## src/rtl/multicycle_pkg.sv

```systemverilog
// Shared types and encodings for the multi-cycle RV32I control path.
package multicycle_pkg;

  typedef enum logic [3:0] {
    FETCH, DECODE, MEMADR, MEMREAD, MEMWB, MEMWRITE,
    EXECR, EXECI, ALUWB, BRANCH, JAL, HALT
  } state_t;

  localparam logic [6:0] OP_LOAD   = 7'b0000011;
  localparam logic [6:0] OP_STORE  = 7'b0100011;
  localparam logic [6:0] OP_RTYPE  = 7'b0110011;
  localparam logic [6:0] OP_ITYPE  = 7'b0010011;
  localparam logic [6:0] OP_BRANCH = 7'b1100011;
  localparam logic [6:0] OP_JAL    = 7'b1101111;

  typedef enum logic [2:0] {
    ALU_ADD = 3'b000, ALU_SUB = 3'b001, ALU_AND = 3'b010,
    ALU_OR  = 3'b011, ALU_SLT = 3'b101
  } alu_ctrl_t;

  typedef enum logic [1:0] {SRCA_PC = 2'b00, SRCA_OLDPC = 2'b01, SRCA_RD1 = 2'b10} srca_t;
  typedef enum logic [1:0] {SRCB_RD2 = 2'b00, SRCB_IMM = 2'b01, SRCB_FOUR = 2'b10} srcb_t;
  typedef enum logic [1:0] {RES_ALUOUT = 2'b00, RES_DATA = 2'b01, RES_ALU = 2'b10} res_t;
  typedef enum logic [1:0] {IMM_I = 2'b00, IMM_S = 2'b01, IMM_B = 2'b10, IMM_J = 2'b11} imm_t;

endpackage

```

## src/rtl/multicycle_ctrl_alu_decoder.sv

```systemverilog
// Combinational instruction-field decode: ALU operation and illegal-instruction flag.
module alu_decoder
  import multicycle_pkg::*;
(
  input  logic [6:0] opcode_i,
  input  logic [2:0] funct3_i,
  input  logic       funct7b5_i,
  output logic [2:0] alu_ctrl_o,
  output logic       illegal_o
);

  // Map opcode/funct3/funct7[30] to an ALU op; unsupported encodings flag illegal.
  always_comb begin
    alu_ctrl_o = ALU_ADD;
    illegal_o  = 1'b0;
    case (opcode_i)
      OP_RTYPE: begin
        case (funct3_i)
          3'b000:  alu_ctrl_o = funct7b5_i ? ALU_SUB : ALU_ADD;
          3'b111:  alu_ctrl_o = ALU_AND;
          3'b110:  alu_ctrl_o = ALU_OR;
          3'b010:  alu_ctrl_o = ALU_SLT;
          default: illegal_o  = 1'b1;
        endcase
      end
      OP_ITYPE: begin
        case (funct3_i)
          3'b000:  alu_ctrl_o = ALU_ADD;
          3'b111:  alu_ctrl_o = ALU_AND;
          3'b110:  alu_ctrl_o = ALU_OR;
          3'b010:  alu_ctrl_o = ALU_SLT;
          default: illegal_o  = 1'b1;
        endcase
      end
      OP_BRANCH: begin
        alu_ctrl_o = ALU_SUB;
        illegal_o  = (funct3_i[2:1] != 2'b00);
      end
      OP_LOAD, OP_STORE, OP_JAL: alu_ctrl_o = ALU_ADD;
      default: illegal_o = 1'b1;
    endcase
  end

endmodule

```

## src/rtl/multicycle_ctrl.sv

```systemverilog
// Main control FSM of the multi-cycle RV32I datapath.
module multicycle_ctrl
  import multicycle_pkg::*;
#(
  parameter int unsigned CNT_WIDTH = 32
) (
  input  logic                 clk,
  input  logic                 rst,
  input  logic [31:0]          instr,
  input  logic                 EQ,
  input  logic                 mem_ready,
  output logic                 mem_req,
  output logic                 Data_WE,
  output logic                 AdrSrc,
  output logic                 IRWrite,
  output logic                 PCWrite,
  output logic                 RegWrite,
  output logic [1:0]           ALUSrcA,
  output logic [1:0]           ALUSrcB,
  output logic [2:0]           ALUctrl,
  output logic [1:0]           ImmSrc,
  output logic [1:0]           ResultSrc,
  output logic                 halted,
  output logic [CNT_WIDTH-1:0] instr_count
);

  state_t               state_q, state_d;
  logic [CNT_WIDTH-1:0] count_q, count_d;
  logic                 halted_q, halted_d;
  logic [2:0]           dec_alu;
  logic                 dec_illegal;
  logic                 unused_instr_bits;

  assign unused_instr_bits = ^{instr[31], instr[29:15], instr[11:7]};

  alu_decoder u_alu_decoder (
    .opcode_i   (instr[6:0]),
    .funct3_i   (instr[14:12]),
    .funct7b5_i (instr[30]),
    .alu_ctrl_o (dec_alu),
    .illegal_o  (dec_illegal)
  );

  // State, retired counter and sticky halt flag.
  always_ff @(posedge clk or posedge rst) begin
    if (rst) begin
      state_q  <= FETCH;
      count_q  <= '0;
      halted_q <= 1'b0;
    end else begin
      state_q  <= state_d;
      count_q  <= count_d;
      halted_q <= halted_d;
    end
  end

  // Next-state and datapath control decode.
  always_comb begin
    state_d   = state_q;
    mem_req   = 1'b0;
    Data_WE   = 1'b0;
    AdrSrc    = 1'b0;
    IRWrite   = 1'b0;
    PCWrite   = 1'b0;
    RegWrite  = 1'b0;
    ALUSrcA   = SRCA_PC;
    ALUSrcB   = SRCB_RD2;
    ALUctrl   = ALU_ADD;
    ImmSrc    = IMM_I;
    ResultSrc = RES_ALUOUT;
    case (state_q)
      FETCH: begin
        mem_req   = 1'b1;
        ALUSrcB   = SRCB_FOUR;
        ResultSrc = RES_ALU;
        if (mem_ready) begin
          IRWrite = 1'b1;
          PCWrite = 1'b1;
          state_d = DECODE;
        end
      end
      DECODE: begin
        ALUSrcA = SRCA_OLDPC;
        ALUSrcB = SRCB_IMM;
        ImmSrc  = IMM_B;
        if (dec_illegal) state_d = HALT;
        else begin
          case (instr[6:0])
            OP_LOAD, OP_STORE: state_d = MEMADR;
            OP_RTYPE:          state_d = EXECR;
            OP_ITYPE:          state_d = EXECI;
            OP_BRANCH:         state_d = BRANCH;
            OP_JAL:            state_d = JAL;
            default:           state_d = HALT;
          endcase
        end
      end
      MEMADR: begin
        ALUSrcA = SRCA_RD1;
        ALUSrcB = SRCB_IMM;
        if (instr[6:0] == OP_STORE) begin
          ImmSrc  = IMM_S;
          state_d = MEMWRITE;
        end else begin
          state_d = MEMREAD;
        end
      end
      MEMREAD: begin
        mem_req = 1'b1;
        AdrSrc  = 1'b1;
        if (mem_ready) state_d = MEMWB;
      end
      MEMWB: begin
        ResultSrc = RES_DATA;
        RegWrite  = 1'b1;
        state_d   = FETCH;
      end
      MEMWRITE: begin
        mem_req = 1'b1;
        Data_WE = 1'b1;
        AdrSrc  = 1'b1;
        if (mem_ready) state_d = FETCH;
      end
      EXECR: begin
        ALUSrcA = SRCA_RD1;
        ALUctrl = dec_alu;
        state_d = ALUWB;
      end
      EXECI: begin
        ALUSrcA = SRCA_RD1;
        ALUSrcB = SRCB_IMM;
        ALUctrl = dec_alu;
        state_d = ALUWB;
      end
      ALUWB: begin
        RegWrite = 1'b1;
        state_d  = FETCH;
      end
      BRANCH: begin
        ALUSrcA = SRCA_RD1;
        ALUctrl = ALU_SUB;
        PCWrite = EQ ^ instr[12];
        state_d = FETCH;
      end
      JAL: begin
        ALUSrcA = SRCA_OLDPC;
        ALUSrcB = SRCB_FOUR;
        PCWrite = 1'b1;
        state_d = ALUWB;
      end
      HALT:    state_d = HALT;
      default: state_d = FETCH;
    endcase

    // Reset is asynchronous, so outputs are forced low combinationally while it is held.
    if (rst) begin
      mem_req   = 1'b0;
      Data_WE   = 1'b0;
      AdrSrc    = 1'b0;
      IRWrite   = 1'b0;
      PCWrite   = 1'b0;
      RegWrite  = 1'b0;
      ALUSrcA   = SRCA_PC;
      ALUSrcB   = SRCB_RD2;
      ALUctrl   = ALU_ADD;
      ImmSrc    = IMM_I;
      ResultSrc = RES_ALUOUT;
    end

    count_d  = count_q;
    if (state_d == FETCH && state_q != FETCH) count_d = count_q + CNT_WIDTH'(1);
    halted_d = halted_q | (state_d == HALT);
  end

  assign halted      = halted_q;
  assign instr_count = count_q;

endmodule

```

## config.mk

```make
export PLATFORM = sky130hd
export DESIGN_NAME = multicycle_ctrl
export DESIGN_NICKNAME = d
export VERILOG_FILES = /design/src/rtl/multicycle_pkg.sv /design/src/rtl/multicycle_ctrl_alu_decoder.sv /design/src/rtl/multicycle_ctrl.sv
export SDC_FILE = /design/constraint.sdc
export NUM_CORES = 1
export LEC_CHECK = 0
export CAP_MARGIN = 20
export CELL_PAD_IN_SITES_DETAIL_PLACEMENT = 2
export CELL_PAD_IN_SITES_GLOBAL_PLACEMENT = 2
export CORE_MARGIN = 4
export CORE_UTILIZATION = 23
export DETAILED_ROUTE_END_ITERATION = 6
export GPL_ROUTABILITY_DRIVEN = 0
export PLACE_DENSITY_LB_ADDON = 0.1
export SETUP_SLACK_MARGIN = 0.05
export SLEW_MARGIN = 10
export SYNTH_ARGS = -nofsm -noshare
export SYNTH_HDL_FRONTEND = slang
export SYNTH_HIERARCHICAL = 1
export SYNTH_SLANG_ARGS = --single-unit
```

## constraint.sdc

```tcl
create_clock -name clk -period 2.1 [get_ports clk]
set_input_delay 0.21 -clock clk [delete_from_list [all_inputs] [get_ports clk]]
set_output_delay 0.21 -clock clk [all_outputs]
set_load 0.01 [all_outputs]
```

# Word level (Yosys, flattened, before mapping)
# Cells that the tools add are included.
# word_totals
inputBits,36
wordCells,83
ff_bits,37
out_inout_bits,50
# op_classes
n_reduce_logical,19
n_eq_ne,21
mux,37
bitwise_logic,2
add_sub_neg,1
# op_table
cell,n
$add A32 B1 Y32 const B,1
$pmux W4 S7,1
$eq A4 B4 Y1 const B,5
$pmux W4 S5,1
$pmux W3 S3,2
$eq A4 B3 Y1 const B,4
$mux W4,4
$pmux W2 S2,4
$mux W1,15
$eq A7 B6 Y1 const B,2
$eq A7 B7 Y1 const B,2
$reduce_or A2 Y1,7
$pmux W3 S4,1
$reduce_or A3 Y1,4
$eq A4 B2 Y1 const B,2
$logic_not A4 Y1,2
$mux W2,4
$reduce_or A4 Y1,2
$eq A7 B2 Y1 const B,1
$eq A7 B5 Y1 const B,1
$eq A3 B3 Y1 const B,2
$mux W3,2
$pmux W1 S3,2
$pmux W3 S2,1
other kinds (8),8

# Depth between registers and ports, before layout
# Gate-level depths: netlist of run 1.
# logic_depth
ltp_word,8
mapped_depth,12
depth_no_buf,10

# Hierarchy
# Netlist of run 1, hierarchy kept.
# by_module_without_submodules
mod,cells_each,area_per_inst_um2,n_inst
multicycle_ctrl,223,2154.6,1
alu_decoder,21,136.4,1

# Least setup slack after synthesis of run 1
# Ideal clock, no wire load.
# synth_timing
path_type,input-to-reg
from,input instr[3]
to,register count_q[26] (netlist: instr_count[26])
slack_ps,-395
path_buffers,2
cell_stages,12
setup_time_ps,79
t_arrival_ps,2416
cell_sequence,and4bb_1 > and3_4 > nand3_1 > nand4_1 > nor2b_1 > a32oi_1 > o32ai_1 > or4_1 > buf_2 > buf_6 > nor3_2 > xor2_1
# synth_via
elab_chain_len,7
elab_cells_between_ends,16
# synth_rtl
element,line_no,text
from (decl),multicycle_ctrl.sv:9,"input logic [31:0] instr,"
"$eq A7 B6 Y1, or another cell as far along",multicycle_ctrl_alu_decoder.sv:16,case (opcode_i)
$reduce_or A3 Y1 / $reduce_or A2 Y1 (equally long branches),--,
$pmux W1 S3 (*),multicycle_ctrl_alu_decoder.sv:16,
net dec_illegal,multicycle_ctrl.sv:31,logic dec_illegal;
$mux W4 (*),multicycle_ctrl.sv:86,if (dec_illegal) state_d = HALT;
$pmux W4 S7 (*),multicycle_ctrl.sv:71,case (state_q)
net state_d[2],multicycle_ctrl.sv:27,"state_t state_q, state_d;"
$logic_not A4 Y1 (*),multicycle_ctrl.sv:171,if (state_d == FETCH && state_q != FETCH) count_d = count_q + CNT_WIDTH'(1);
$logic_and A1 B1 Y1 (*),multicycle_ctrl.sv:171,
to (signal assigned),multicycle_ctrl.sv:52,count_q <= count_d;
to (decl),multicycle_ctrl.sv:28,"logic [CNT_WIDTH-1:0] count_q, count_d;"
# The timed path passes the listed nets; every way through them passes the cells marked *.
# A chain may end at the register's enable or synchronous reset.

# Worst setup path after layout of run 1
# layout_timing
from,input instr[3]
to,register count_q[22] (netlist: instr_count[22])
# Same word-level chain as after synthesis.

==> results of run 1 <==
-- critical path, stage by stage --
cell and delay, ns:
buf_6 0.10, and4bb_1 0.28, and3_4 0.19, nand3_2 0.06, nand4_1 0.12, buf_4 0.15
nor2b_1 0.05, a32oi_1 0.22, o32ai_2 0.13, or4_4 0.54, buf_12 0.17, buf_12 0.12
nor4_4 0.15, xor2_1 0.16
-- cell type report --
class,count,area (um2),share of cell area (%)
multi-input cells,189,1620,39.4
repair buffers,139,1260,30.7
flip-flops and latches,37,930,22.7
well taps,133,166,4.06
clock buffers,5,68.8,1.68
clock inverters,2,35.0,0.855
inverters,6,22.5,0.550
-- worst max-delay path by stage --
stage	start	endpoint	cells after the start
after floorplan	instr[3]	instr_count[26]	12
after global placement	instr[3]	instr_count[31]	12
after detailed placement	instr[3]	instr_count[22]	11
after CTS	instr[4]	instr_count[20]	12
after global routing	instr[3]	instr_count[20]	13
final	instr[3]	instr_count[22]	14
-- layout by cell type, fill, tap and decap left out, drive strengths merged, types with 5 or more instances in the layout --
master	instances
nor3	15
nand4	12
inv	6
and2	5
dlygate4sd2	9
nor4	8
dfrtp	37
xnor2	16
dlymetal6s2s	7
and3	8
nand2	20
nand2b	5
clkdlybuf4s50	38
xor2	19
nor2	16
nand3	16
buf	82
clkbuf	7
nor2b	5
-- flip-flops by register name, summed over array words and instances (netlist names) --
| name | cells |
|---|---|
| halted | 1 |
| state_q | 4 |
| instr_count | 32 |
-- per-stage QoR --
stage | setup TNS [ns] | instance area, um2 | power (mW)
after detailed placement | -34.11 | 3500 | 2.74
after CTS | -10.86 | 3870 | 3.93
final | -7.90 | 4100 | 4.14
after global placement | -28.38 | 3500 | 2.71
after floorplan | -7.26 | 2320 | 1.85
after global routing | -11.79 | 4100 | 4.41
-- layer usage --
layer | track usage (%) | part of all wire, %
met2 | 23.5 | 50
met4 | 2.43 | 0.53
met1 | 20.8 | 47
met3 | 2.34 | 2.7
met5 | 0 | 0
-- cells by family after synthesis --
kind of cell,count (synthesis)
AND/OR/NAND/NOR,128
flip-flops,37
AO/OA/AOI/OAI,25
adder cells (fa/ha/maj),1
XOR/XNOR,35
buffers and inverters,18
-- power by group --
part,switching (mW),internal (mW),total [mW]
Clock,0.259,0.345,0.604
Sequential,0.132,0.806,0.938
Combinational,1.25,1.35,2.60
Total,1.64,2.51,4.14
-- timing repair --
item | in CTS | in global routing
pin swaps | 30 | 29
buffers inserted | 11 | 7
cloned | 1 | 0
resized for setup | 87 | 43
endpoints found under the setup margin | 50 | 43
==> run_results.csv, run 1 <==
group,metric,value,unit
worst_hold_path,min_path_cells,1,
route,drc_errors,0,
logic_synthesis,synthMuxAreaShare,0,%
cells_and_area,final_net_count,415,
logic_synthesis,synthSimpleGateAreaFrac,34.5,%
clock_tree,cts_max_path_buffers,2,
worst_hold_path,whs_endpoint,"instr_count[31]",
logic_synthesis,syn_inst,244,
logic_synthesis,async_flop_share,100,%
logic_synthesis,synth_adder_area_share,0.546,%
route,vias,2376,
die,core_region_area,0.00973,mm2
cells_and_area,fin_cells,511,
die,dieArea,0.0116,mm2
power,p_leak,2.04,nW
clock_tree,cts.clk_slew.worst_paths,0.07,ns
worst_hold_path,hold_class,"reg2reg",
logic_synthesis,synth_top_family_by_area,"simple AND/OR/NAND/NOR gates",
timing,finalClockSkew,0.00654,ns
clock_tree,insertion_delay,0.29,ns
logic_synthesis,ys_top_cells_by_count,"37 x dfrtp_1, 19 x nand2_1, 19 x xor2_1",
cells_and_area,syn_to_final_growth,78.8,%
cells_and_area,fillCellCount,1063,
timing,slew_headroom,66.3,%
worst_hold_path,hp-start,"instr_count[31]",
route,drt_iter0_drc,28,
logic_synthesis,synth_cell_types,47,
power,powerDensity,1010,mW/mm2
route,wl,8.46,mm
timing,whs,0.475,ns
logic_synthesis,synth_area_leader_cell,"dfrtp_1",
grt,grt_pass1_wl,13.5,mm
logic_synthesis,ys_ff_latch,37,
logic_synthesis,synth_edf_count,0,
setup_path,path_max_fanout,6,
cells_and_area,utilization,42.1,%
logic_synthesis,netlist_area,0.00229,mm2
timing,min_period,2.45,ns
setup_path,startpoint_type,"input pin",
cells_and_area,diodes,0,
grt,antenna_found_initial,0,
route,wl_per_cell,16.6,um
grt,grt_overflow,0,
logic_synthesis,synth_xor_area_share,13.4,%
logic_synthesis,synth_fp_nets,281,
clock_tree,hold_buffers,0,
grt,grt_pass1_vias,2560,
route,ant_nets,0,
timing,finalMaxSlewViolations,0,
power,ir_drop,0.402,mV
placed_design,hpwlAfterDp,6.03,mm
setup_path,arrival,2.66,ns
timing,hold_viol,0,
die,dieWidth,108,um
grt,grt_start_max_net_pins,38,
logic_synthesis,synth_most_common_cell,"dfrtp_1",
setup_path,r2r_cells,8,
logic_synthesis,synthTopCellsByArea,"dfrtp_1 40%, xor2_1 7.3%, xnor2_1 6.1%",
run_status,status,"complete, but fails checks",
placed_design,numPortBuffers,64,
setup_path,reg2reg_from,"state_q[0]",
timing,worstMarginPinSlew,0.503,ns
clock_tree,htree_levels,2,
die,rows,36,
die,chipHeight,108,um
grt,track_usage,14.6,%
route,via_per_inst,4.65,
timing,fin_crit_sh,116,%
logic_synthesis,ys_warn_count,6,
timing,max_freq,409,MHz
setup_path,crit_type,"in2reg",
logic_synthesis,synth_ff_type,"dfrtp_1",
die,start_util,23.5,%
logic_synthesis,synth_top_area_share,40.4,%
setup_path,r2r_slack,-0.11,ns
placed_design,dpl.cell_count,487,
setup_path,r2r_end,"instr_count[22]",
logic_synthesis,synth_compound_area_share,7.70,%
clock_tree,tritoncts,"yes",
logic_synthesis,ys_seq_area_share,40.4,%
route,drtPass1Iterations,4,
die,io_pins,86,
logic_synthesis,syn_area_per_cell,9.39,um2
timing,setup_viol,33,
timing,setup_slack,-0.345,ns
clock_tree,root_buffer,"clkbuf_8",
timing,grt_setup_unrepaired,"yes",
clock_tree,cts_buffers,5,
job,drv_cap,0,
clock_tree,cts_sinks,37,
cells_and_area,drive_above_1_share,38.6,%
setup_path,crit_path_end_kind,"flip-flop",
placed_design,pre_cts_ws,-1.16,ns
setup_path,crit_required,2.31,ns
run_status,violations,"negative setup slack",
No activity file was read; power rests on OpenSTA's default activity.
==> run 2: changes to the inputs <==
==> constraint.sdc (replaced) <==
create_clock -name clk -period 2.1 [get_ports clk]
set_input_delay 0.21 -clock clk [delete_from_list [all_inputs] [get_ports clk]]
set_output_delay 0.21 -clock clk [all_outputs]
set_load 0.1 [all_outputs]
==> run_results.csv, run 2 (synthesized netlist as in run 1, its figures left out) <==
group,metric,value,unit
run_status,status,"complete, but fails checks",
run_status,violations,"negative setup slack",
cells_and_area,fin_cells,521,
cells_and_area,final_common_cell,"buf_4",
grt,antenna_found_initial,0,
clock_tree,tritoncts,"yes",
setup_path,startpoint_type,"input pin",
timing,fin_crit_sh,119,%
route,wl_per_cell,18.0,um
timing,worstMarginPinSlew,0.508,ns
route,drc_errors,0,
timing,setup_slack,-0.407,ns
timing,setup_viol,32,
cells_and_area,largest_reg_flops,32,
die,dieArea,0.0116,mm2
setup_path,crit_path_end_kind,"flip-flop",
route,vias,2458,
cells_and_area,syn_to_final_growth,91.1,%
timing,min_period,2.51,ns
placed_design,pre_cts_ws,-1.08,ns
clock_tree,cts_sinks,37,
timing,max_freq,399,MHz
timing,hold_viol,0,
die,dieWidth,108,um
route,via_per_inst,4.72,
setup_path,path_max_fanout,3,
die,rows,36,
timing,whs,0.478,ns
die,start_util,23.5,%
cells_and_area,fillCellCount,1052,
setup_path,crit_required,2.32,ns
clock_tree,htree_levels,2,
clock_tree,cts.clk_slew.worst_paths,0.08,ns
cells_and_area,diodes,0,
die,chipHeight,108,um
setup_path,r2r_slack,-0.22,ns
timing,finalClockSkew,0.00619,ns
job,drv_cap,0,
worst_hold_path,hold_class,"reg2reg",
placed_design,hpwlAfterDp,6.43,mm
cells_and_area,utilization,45.0,%
clock_tree,hold_buffers,0,
route,wl,9.37,mm
power,p_total,5.82,mW
clock_tree,cts_max_path_buffers,2,
route,drt_iter0_drc,46,
cells_and_area,regArea,948,um2
grt,grt_pass1_wl,14.8,mm
route,ant_nets,0,
placed_design,numPortBuffers,64,
power,p_leak,2.07,nW
cells_and_area,multi_input_area,0.00170,mm2
power,powerDensity,1330,mW/mm2
cells_and_area,final_net_count,424,
clock_tree,cts_buffers,5,
timing,slew_headroom,66.0,%
timing,finalMaxSlewViolations,0,
die,core_region_area,0.00973,mm2
grt,grt_pass1_vias,2727,
cells_and_area,mostFrequentLayoutCells,"99 x buf_4, 23 x buf_12, 19 x xor2_1, 19 x dfrtp_1, 18 x dfrtp_2",
clock_tree,root_buffer,"clkbuf_8",
timing,grt_setup_unrepaired,"yes",
grt,grt_overflow,0,
grt,track_usage,16.2,%
route,drtPass1Iterations,3,
setup_path,arrival,2.72,ns
power,ir_drop,0.489,mV
die,io_pins,86,
clock_tree,insertion_delay,0.29,ns
grt,grt_start_max_net_pins,38,
cells_and_area,drive_above_1_share,58.2,%
placed_design,dpl.cell_count,484,
setup_path,crit_type,"in2reg",
==> run 2: final timing paths <==
| kind | from | end | cells after the start |
|---|---|---|---|
| setup / recovery | instr[2] | instr_count[5] | 15 |
| hold / removal | instr_count[31] | instr_count[31] | 1 |
| setup reg to reg | state_q[1] | instr_count[5] | 9 |
| hold reg to reg | instr_count[31] | instr_count[31] | 1 |
| max in group asynchronous | rst | instr_count[4] | 4 |
| min in group asynchronous | rst | state_q[1] | 4 |
==> run 2: where the power goes <==
| part | switching (mW) | total (mW) | internal (mW) | leakage, nW |
|---|---|---|---|---|
| Combinational | 2.40 | 4.35 | 1.96 | 1.55 |
| Clock | 0.266 | 0.496 | 0.231 | 0.0450 |
| Sequential | 0.154 | 0.973 | 0.818 | 0.472 |
==> run 2: area by class of cell <==
class	count	share of cell area, %
Multi-Input combinational cell	189	38.8
Timing Repair Buffer	148	33.2
Sequential cell	37	21.7
Tap cell	133	3.80
Clock buffer	6	1.66
Inverter	6	0.600
Clock inverter	2	0.229
==> run 2: critical path, stage by stage <==
cell      delay (ns)
buf_6           0.09
and4bb_1        0.29
and3_4          0.19
nand3_2         0.05
nand4_1         0.13
buf_6           0.14
nor2b_4         0.04
a32oi_2         0.22
o32ai_2         0.12
or4_4           0.60
buf_4           0.16
buf_6           0.13
buf_12          0.12
nor2_4          0.07
xor2_1          0.14
==> run 2: what timing repair did <==
| item | CTS | global route |
|---|---|---|
| gates cloned | 1 | 0 |
| gates resized for setup | 60 | 34 |
| setup endpoints to repair | 39 | 38 |
| setup buffers | 12 | 18 |
| pin swaps | 26 | 19 |
| endpoints found under the hold margin | 0 | 0 |
==> run 2: stage by stage <==
step | area [um2] | TNS (ns)
finish | 4380 | -9.58
global route | 4380 | -13.69
detailed placement | 3800 | -31.47
CTS | 4170 | -8.90
global placement | 3800 | -27.44
floorplan | 2580 | -8.60
==> run 2: metal layers <==
layer / wire [um] / global-route usage (%) / vias up / part of all wire, %
met4: 30 / 2.16 / 0 / 0.32
met5: 0 / 0 / - / 0
met2: 5000 / 28.9 / 29 / 53
li1: - / - / 1164 / -
met1: 4120 / 21.1 / 1263 / 44
met3: 219 / 2.40 / 2 / 2.3
